File: config.mk
export PLATFORM = sky130hd
export DESIGN_NAME = lsu_mem_master
export DESIGN_NICKNAME = d
export VERILOG_FILES = /design/src/rtl/lsu_mem_master.sv
export SDC_FILE = /design/constraint.sdc
export NUM_CORES = 1
export LEC_CHECK = 0
export BUFFER_PORTS_ARGS = -buffer_cell sky130_fd_sc_hd__clkbuf_2
export CORE_MARGIN = 2
export CORE_UTILIZATION = 53
export CTS_BUF_LIST = sky130_fd_sc_hd__clkbuf_4
export CTS_CLUSTER_DIAMETER = 100
export DETAILED_ROUTE_END_ITERATION = 10
export GPL_TIMING_DRIVEN = 0
export PLACE_DENSITY = 0.88
export SYNTH_ARGS = -nofsm -noshare
export SYNTH_HDL_FRONTEND = slang
export SYNTH_SLANG_ARGS = --single-unit
File: constraint.sdc
create_clock -name clk -period 6.76 [get_ports clk]
set_clock_uncertainty 0.2 [all_clocks]
set_input_delay 0.338 -clock clk [delete_from_list [all_inputs] [get_ports clk]]
set_output_delay 0.338 -clock clk [all_outputs]
set_load 0.05 [all_outputs]
File: src/rtl/lsu_mem_master.sv
// Load/store unit master: one core request in, one data-RAM access out, one response back.
// Latency: response 2 cycles after acceptance for a legal access, 1 cycle for a faulting one.
// Backpressure: a single transaction in flight; req_ready is low until the response handshakes.
//
// Ports:
//   clk, reset                    rising-edge clock, asynchronous active-high reset
//   req_valid/req_ready           core request handshake (req_we, req_addr, req_wdata, req_funct3)
//   resp_valid/resp_ready         core response handshake (resp_rdata, resp_err)
//   mem_we/addr/wdata/size        data-RAM request; mem_rdata is combinational read data at mem_addr
module lsu_mem_master (
    input  logic        clk,
    input  logic        reset,
    input  logic        req_valid,
    output logic        req_ready,
    input  logic        req_we,
    input  logic [31:0] req_addr,
    input  logic [31:0] req_wdata,
    input  logic [2:0]  req_funct3,
    output logic        resp_valid,
    input  logic        resp_ready,
    output logic [31:0] resp_rdata,
    output logic        resp_err,
    output logic        mem_we,
    output logic [31:0] mem_addr,
    output logic [31:0] mem_wdata,
    output logic [1:0]  mem_size,
    input  logic [31:0] mem_rdata
);

    typedef enum logic [1:0] {
        IDLE   = 2'd0,
        ACCESS = 2'd1,
        RESP   = 2'd2
    } state_t;

    state_t      state_q, state_d;
    logic [31:0] addr_q, addr_d;
    logic [31:0] wdata_q, wdata_d;
    logic        we_q, we_d;
    logic [2:0]  funct3_q, funct3_d;
    logic [31:0] rdata_q, rdata_d;
    logic        err_q, err_d;

    logic        req_legal;
    logic        req_misal;
    logic [7:0]  ld_byte;
    logic [15:0] ld_half;
    logic [31:0] ld_data;

    // Request qualification is done on the raw inputs so a faulting request
    // can skip ACCESS entirely and never touch the RAM.
    always_comb begin
        req_legal = 1'b0;
        case (req_funct3)
            3'b000, 3'b001, 3'b010: req_legal = 1'b1;
            3'b100, 3'b101:         req_legal = ~req_we;  // unsigned codes are load-only
            default:                req_legal = 1'b0;
        endcase
        req_misal = ((req_funct3[1:0] == 2'b01) && req_addr[0]) ||
                    ((req_funct3 == 3'b010) && (req_addr[1:0] != 2'b00));
    end

    // Lane extraction from the full RAM word using the registered address.
    always_comb begin
        ld_byte = mem_rdata[{addr_q[1:0], 3'b000} +: 8];
        ld_half = mem_rdata[{addr_q[1], 4'b0000} +: 16];
        case (funct3_q)
            3'b000:  ld_data = {{24{ld_byte[7]}}, ld_byte};
            3'b100:  ld_data = {24'd0, ld_byte};
            3'b001:  ld_data = {{16{ld_half[15]}}, ld_half};
            3'b101:  ld_data = {16'd0, ld_half};
            default: ld_data = mem_rdata;
        endcase
    end

    // State register (FSM and request/response holding registers).
    always_ff @(posedge clk or posedge reset) begin
        if (reset) begin
            state_q  <= IDLE;
            addr_q   <= 32'd0;
            wdata_q  <= 32'd0;
            we_q     <= 1'b0;
            funct3_q <= 3'b010;   // word code so mem_size idles at 10
            rdata_q  <= 32'd0;
            err_q    <= 1'b0;
        end else begin
            state_q  <= state_d;
            addr_q   <= addr_d;
            wdata_q  <= wdata_d;
            we_q     <= we_d;
            funct3_q <= funct3_d;
            rdata_q  <= rdata_d;
            err_q    <= err_d;
        end
    end

    // Next-state and register-update logic.
    always_comb begin
        state_d  = state_q;
        addr_d   = addr_q;
        wdata_d  = wdata_q;
        we_d     = we_q;
        funct3_d = funct3_q;
        rdata_d  = rdata_q;
        err_d    = err_q;
        case (state_q)
            IDLE: begin
                if (req_valid) begin
                    addr_d   = req_addr;
                    wdata_d  = req_wdata;
                    we_d     = req_we;
                    funct3_d = req_funct3;
                    rdata_d  = 32'd0;
                    if (req_legal && !req_misal) begin
                        state_d = ACCESS;
                        err_d   = 1'b0;
                    end else begin
                        state_d = RESP;
                        err_d   = 1'b1;
                    end
                end
            end
            ACCESS: begin
                state_d = RESP;
                rdata_d = we_q ? 32'd0 : ld_data;
            end
            RESP: begin
                // Returning to IDLE here means the next request waits one
                // cycle, so acceptance never overlaps the response handshake.
                if (resp_ready) state_d = IDLE;
            end
            default: state_d = IDLE;
        endcase
    end

    // Outputs: decoded from state_q so reset clears mem_we without waiting for a clock.
    always_comb begin
        req_ready  = (state_q == IDLE);
        resp_valid = (state_q == RESP);
        mem_we     = (state_q == ACCESS) && we_q;
        resp_rdata = rdata_q;
        resp_err   = err_q;
        mem_addr   = addr_q;
        mem_wdata  = wdata_q;
        case (funct3_q)
            3'b000, 3'b100: mem_size = 2'b00;
            3'b001, 3'b101: mem_size = 2'b01;
            default:        mem_size = 2'b10;
        endcase
    end

endmodule

======== Yosys cells after proc, flatten, opt, wreduce, memory -nomap -nowiden ========
Index checks and enable logic that the tools add are counted.
word-level totals
  register bits ........................... 103
  word-level logic and storage cells ...... 51
operators by class
  equal/unequal tests ..................... 12
  shift-type cells ........................ 2
  multiplexer cells ....................... 11
  bitwise operators ....................... 1
  reduce and logical (&&, ||, !) cells .... 18
operators by type and width
  cell                  number
  $pmux W32 S4          1
  $mux W32              2
  $pmux W32 S2          1
  $shiftx A32 B6 Y16    1
  $shiftx A32 B6 Y8     1
  $eq A3 B3 Y1 const B  4
  $eq A3 B1 Y1 const B  2
  $logic_not A3 Y1      2
  $mux W2               3
  $pmux W2 S3           1
  $reduce_and A2 Y1     3
  $reduce_or A2 Y1      3
  $eq A2 B1 Y1 const B  2
  $logic_and A1 B1 Y1   4
  $pmux W2 S2           1
  $reduce_bool A2 Y1    2
  $eq A3 B2 Y1 const B  1
  $reduce_or A3 Y1      1
  $eq A2 B2 Y1 const B  1
  $logic_not A2 Y1      1
  $ne A2 B1 Y1 const B  1
  $ne A2 B2 Y1 const B  1
  $pmux W1 S2           1
  $logic_not A1 Y1      1
  3 further kinds       3

======== Longest topological paths before layout ========
  depth after elaboration ................. 8
  depth in mapped cells ................... 7
  gate-level depth less buffers ........... 4

======== Least setup slack after synthesis ========
OpenSTA, ideal clock, no wires.
  kind .................................... reg-to-reg
  from .................................... register state_q[1]
  to ...................................... register funct3_q[2]
  data arrival time ....................... 2028 ps
  data required time ...................... 6435 ps
  setup slack ............................. 4408 ps
  cell stages (with the launch flop) ...... 7
  path buffers ............................ 3
  cell sequence ........................... dfrtp_1 > buf_6 > nor2_1 > and2_1 > buf_4 > buf_4 > mux2_2
between the ends
  longest elaborated chain between the ends .. 2
RTL lines
  element                      RTL line  source
  from (decl)                  36        state_t state_q, state_d;
  from (signal assigned)       87        state_q <= state_d;
  $logic_not A2 Y1             --
  via req_ready                14        output logic req_ready,
  $reduce_and A2 Y1 (no line)  --
  to (signal assigned)         91        funct3_q <= funct3_d;
  to (decl)                    40        logic [2:0] funct3_q, funct3_d;
The timed path passes the listed nets, and every way through them passes these cells.
A chain may end at the register's enable or synchronous reset.

======== Final worst setup path ========
  from .................................... register funct3_q[1]
  to ...................................... output port mem_size[0]
between the ends
  longest elaborated chain between the ends .. 3
  elaborated cells between the ends (all ways) .. 7
  classes of those cells .................. eq/ne (3); mux (1); reduce/logical (3)
RTL lines
  element                               RTL line  source
  $eq A3 B1 Y1 (tied with other cells)  145       case (funct3_q)
  $reduce_or A2 Y1                      145
  $pmux W2 S2 *                         145
  to (decl)                             26        output logic [1:0] mem_size,
Mark *: on every way between the ends. The rest lies on a longest branch, timed or not.

==> flow_results.xml <==
<?xml version="1.0" encoding="UTF-8"?>
<metrics>
  <group name="placed_design">
    <metric name="dpl.hpwl" unit="µm">9790</metric>
    <metric name="buffer_ports.inserted" unit="">205</metric>
    <metric name="place_inst" unit="">680</metric>
    <metric name="place.gp.congestion" unit="">0.897</metric>
    <metric name="postPlaceCellArea" unit="µm²">5820</metric>
  </group>
  <group name="die">
    <metric name="design.portCount" unit="">206</metric>
    <metric name="core_area" unit="µm²">8590</metric>
    <metric name="die_x" unit="µm">97.5</metric>
    <metric name="fp.dieArea" unit="µm²">9510</metric>
    <metric name="die-height" unit="µm">97.5</metric>
    <metric name="site_row_count" unit="">34</metric>
    <metric name="initial_standard_cell_utilization_of_the_core" unit="">0.539</metric>
  </group>
  <group name="cells_and_area">
    <metric name="finish.cell_count_without_fillers" unit="">786</metric>
    <metric name="seq_cell_area" unit="µm²">2580</metric>
    <metric name="post_route_cells_drive_above_1_share" unit="">0.484</metric>
    <metric name="areaGrowthSynthToFinish" unit="%">47.8</metric>
    <metric name="layout.cells.most_common" unit="">clkbuf_2</metric>
    <metric name="fillerInstances" unit="">524</metric>
    <metric name="finish.net_count" unit="">775</metric>
    <metric name="post_layout_inst_area" unit="µm²">6850</metric>
    <metric name="mostFrequentLayoutCells" unit="">clkbuf_2, dfrtp_1, dlygate4sd3_1</metric>
    <metric name="multi_input_area" unit="µm²">1850</metric>
  </group>
  <group name="synth">
    <metric name="yosysWarnings" unit="">0</metric>
    <metric name="synthesis.nets" unit="">470</metric>
    <metric name="synth.lib_cells_used.distinct" unit="">49</metric>
    <metric name="synth_edf_count" unit="">0</metric>
    <metric name="register_bit_count_reported_by_yosys" unit="">103</metric>
    <metric name="synth_area_per_cell" unit="µm²">12.7</metric>
    <metric name="yosysSeqAreaShare" unit="">0.556</metric>
    <metric name="synthArstFlopShare" unit="">1.00</metric>
    <metric name="synthesis.area" unit="µm²">4640</metric>
    <metric name="syn-instance-count" unit="">366</metric>
    <metric name="postSynth.topFlopCell" unit="">dfrtp_1</metric>
  </group>
  <group name="critical_path">
    <metric name="critical_path.startpoint_type" unit="">flop</metric>
    <metric name="path_max_fanout" unit="">10</metric>
    <metric name="setup.worst_path.end_class" unit="">primary output</metric>
    <metric name="required" unit="ns">6.22</metric>
    <metric name="crit_chain" unit="">buf_6, clkbuf_1, nor2b_1, clkbuf_2</metric>
    <metric name="worst-setup-path-type" unit="">reg2out</metric>
    <metric name="cpMaxStageDelayCell" unit="">dfstp_2</metric>
    <metric name="cp_slowest_stage_delay" unit="ns">0.56</metric>
    <metric name="worstPathArrival" unit="ns">2.01</metric>
  </group>
  <group name="sta">
    <metric name="max-slew-margin-rel" unit="">0.487</metric>
    <metric name="final.period_utilization" unit="">0.376</metric>
    <metric name="rsz0062_at_grt" unit="">no</metric>
    <metric name="hold_ws" unit="ns">0.0157</metric>
    <metric name="worst_slew_pin_slew" unit="ns">0.769</metric>
    <metric name="finalSetupTns" unit="ns">0</metric>
    <metric name="final-hold-violation-count" unit="">0</metric>
    <metric name="final.min_clock_period" unit="ns">2.54</metric>
    <metric name="fmaxAchievable" unit="GHz">0.393</metric>
    <metric name="setup_violations_final" unit="">0</metric>
    <metric name="maxSlewViolCount" unit="">0</metric>
  </group>
  <group name="power">
    <metric name="vdd.ir_drop.worst" unit="V">0.000392</metric>
    <metric name="p_per_area" unit="nW/µm²">489</metric>
    <metric name="leakagePower" unit="nW">3.43</metric>
    <metric name="pnr_total_power" unit="mW">3.35</metric>
  </group>
  <group name="grt">
    <metric name="grt_pass1_vias" unit="">4773</metric>
    <metric name="maximum_number_of_pins_on_one_net_before_global_route_repair" unit="">61</metric>
    <metric name="gr-total-overflow" unit="">0</metric>
    <metric name="antenna_found_initial" unit="">2</metric>
    <metric name="grt.total_usage" unit="">0.353</metric>
    <metric name="grt_first_pass_wirelength" unit="µm">26000</metric>
  </group>
  <group name="routing">
    <metric name="postRouteAntennaNets" unit="">0</metric>
    <metric name="dr.first_iter.drc_count" unit="">183</metric>
    <metric name="drc_errors" unit="">0</metric>
    <metric name="wl_per_cell" unit="µm">21.2</metric>
    <metric name="detail_route.vias_per_cell" unit="">5.60</metric>
    <metric name="detailroute.via_count" unit="">4402</metric>
    <metric name="routed_wl" unit="µm">16700</metric>
    <metric name="number_of_optimization_iterations_in_the_first_detailed_route_pass" unit="">5</metric>
  </group>
  <group name="clock_network">
    <metric name="clk_path_buf_depth" unit="">2</metric>
    <metric name="clock_insertion_delay_worst_skew" unit="ns">0.46</metric>
    <metric name="cts.clk_slew.worst_paths" unit="ns">0.17</metric>
    <metric name="cts-htree-levels" unit="">3</metric>
    <metric name="cts_buffers" unit="">9</metric>
    <metric name="post_cts_resized" unit="">0</metric>
    <metric name="clockRootBuffer" unit="">clkbuf_4</metric>
    <metric name="cts.sink_count" unit="">103</metric>
    <metric name="clock_tree_from_tritoncts" unit="">done</metric>
  </group>
  <group name="flow_run">
    <metric name="maxCapViolCount" unit="">0</metric>
  </group>
  <group name="min_path">
    <metric name="worst_hold_path_type" unit="">in2reg</metric>
  </group>
  <group name="status">
    <metric name="result_of_the_run" unit="">completed</metric>
  </group>
</metrics>
## per-layer routing
metal / vias up / track usage / routed length, µm
li1: 1936 / - / -
met1: 2156 / 0.402 / 6050
met2: 247 / 0.611 / 8520
met3: 63 / 0.0993 / 1230
met4: 0 / 0.174 / 857
met5: - / 0 / 0
## Yosys cell counts (all sizes together), types with 2 or more instances
master / instances / share of area
buf: 21 / 0.037
a2bb2oi: 2 / 0.0051
a21oi: 9 / 0.012
nand2b: 7 / 0.011
clkbuf: 6 / 0.0051
nor2: 11 / 0.0089
mux2i: 9 / 0.019
nor2b: 4 / 0.0054
a221oi: 2 / 0.0038
inv: 4 / 0.0032
o211ai: 3 / 0.0049
a22oi: 20 / 0.032
nor4: 4 / 0.0067
nand2: 37 / 0.030
mux2: 68 / 0.17
or3: 2 / 0.0027
o21ai: 22 / 0.024
or3b: 4 / 0.0081
a211o: 2 / 0.0038
o211a: 4 / 0.0086
a32o: 4 / 0.0086
dfrtp: 102 / 0.55
o22ai: 6 / 0.0081
## worst paths after layout
check / from / to / slack, ns / cells after the start
setup / recovery: funct3_q[1] / mem_size[0] / 4.22 / 4
max in group asynchronous: reset / funct3_q[1] / 5.23 / 4
min in group asynchronous: reset / mem_wdata[4] / 0.34 / 3
setup reg to reg: state_q[1] / resp_rdata[12] / 4.74 / 6
hold / removal: mem_rdata[31] / resp_rdata[31] / 0.02 / 3
hold reg to reg: resp_rdata[8] / resp_rdata[8] / 0.29 / 1
## through the flow
step | utilization | setup WS [ns]
floorplan | - | 3.52
global placement | 0.675 | 2.52
detailed placement | 0.677 | 4.76
CTS | 0.797 | 4.24
global route | 0.797 | 4.11
finish | 0.797 | 4.22
## cells by family after synthesis
family | Yosys count | synth area share
and+or+nand+nor | 74 | 0.0856
AOI/OAI and AO/OA | 81 | 0.127
muxes | 77 | 0.185
buffers and inverters | 31 | 0.0456
DFF | 103 | 0.556
## layout make-up
class,count,area share
diodes,2,0.000730
repair buffers,294,0.281
flip-flops and latches,103,0.376
well taps,108,0.0197
multi-input cells,232,0.269
plain buffers,27,0.0287
clock buffers,9,0.00986
inverters,4,0.00256
clock inverters,7,0.0115
## report_power, final
group | internal, mW | switching (mW) | total [mW]
combinational | 0.570 | 1.40 | 1.97
sequential | 0.860 | 0.183 | 1.04
clock | 0.118 | 0.225 | 0.342
## state kept, by name, indices dropped and copies added (netlist names)
signal      count
funct3_q        3
mem_addr       32
mem_wdata      32
resp_err        1
resp_rdata     32
state_q         2
we_q            1
## repair_timing
item | 4_1_cts | 5_1_grt
buffers inserted | 0 | 0
hold buffers | 88 | 0
endpoints found under the hold margin | 145 | 0
## critical path, delay by kind of cell (launching register included)
| family | cells | cell delay (ns) |
|---|---|---|
| buffers and inverters | 3 | 0.86 |
| flip-flops | 1 | 0.56 |
| AND/OR/NAND/NOR | 1 | 0.13 |
Power figures use the tool's default switching activity.
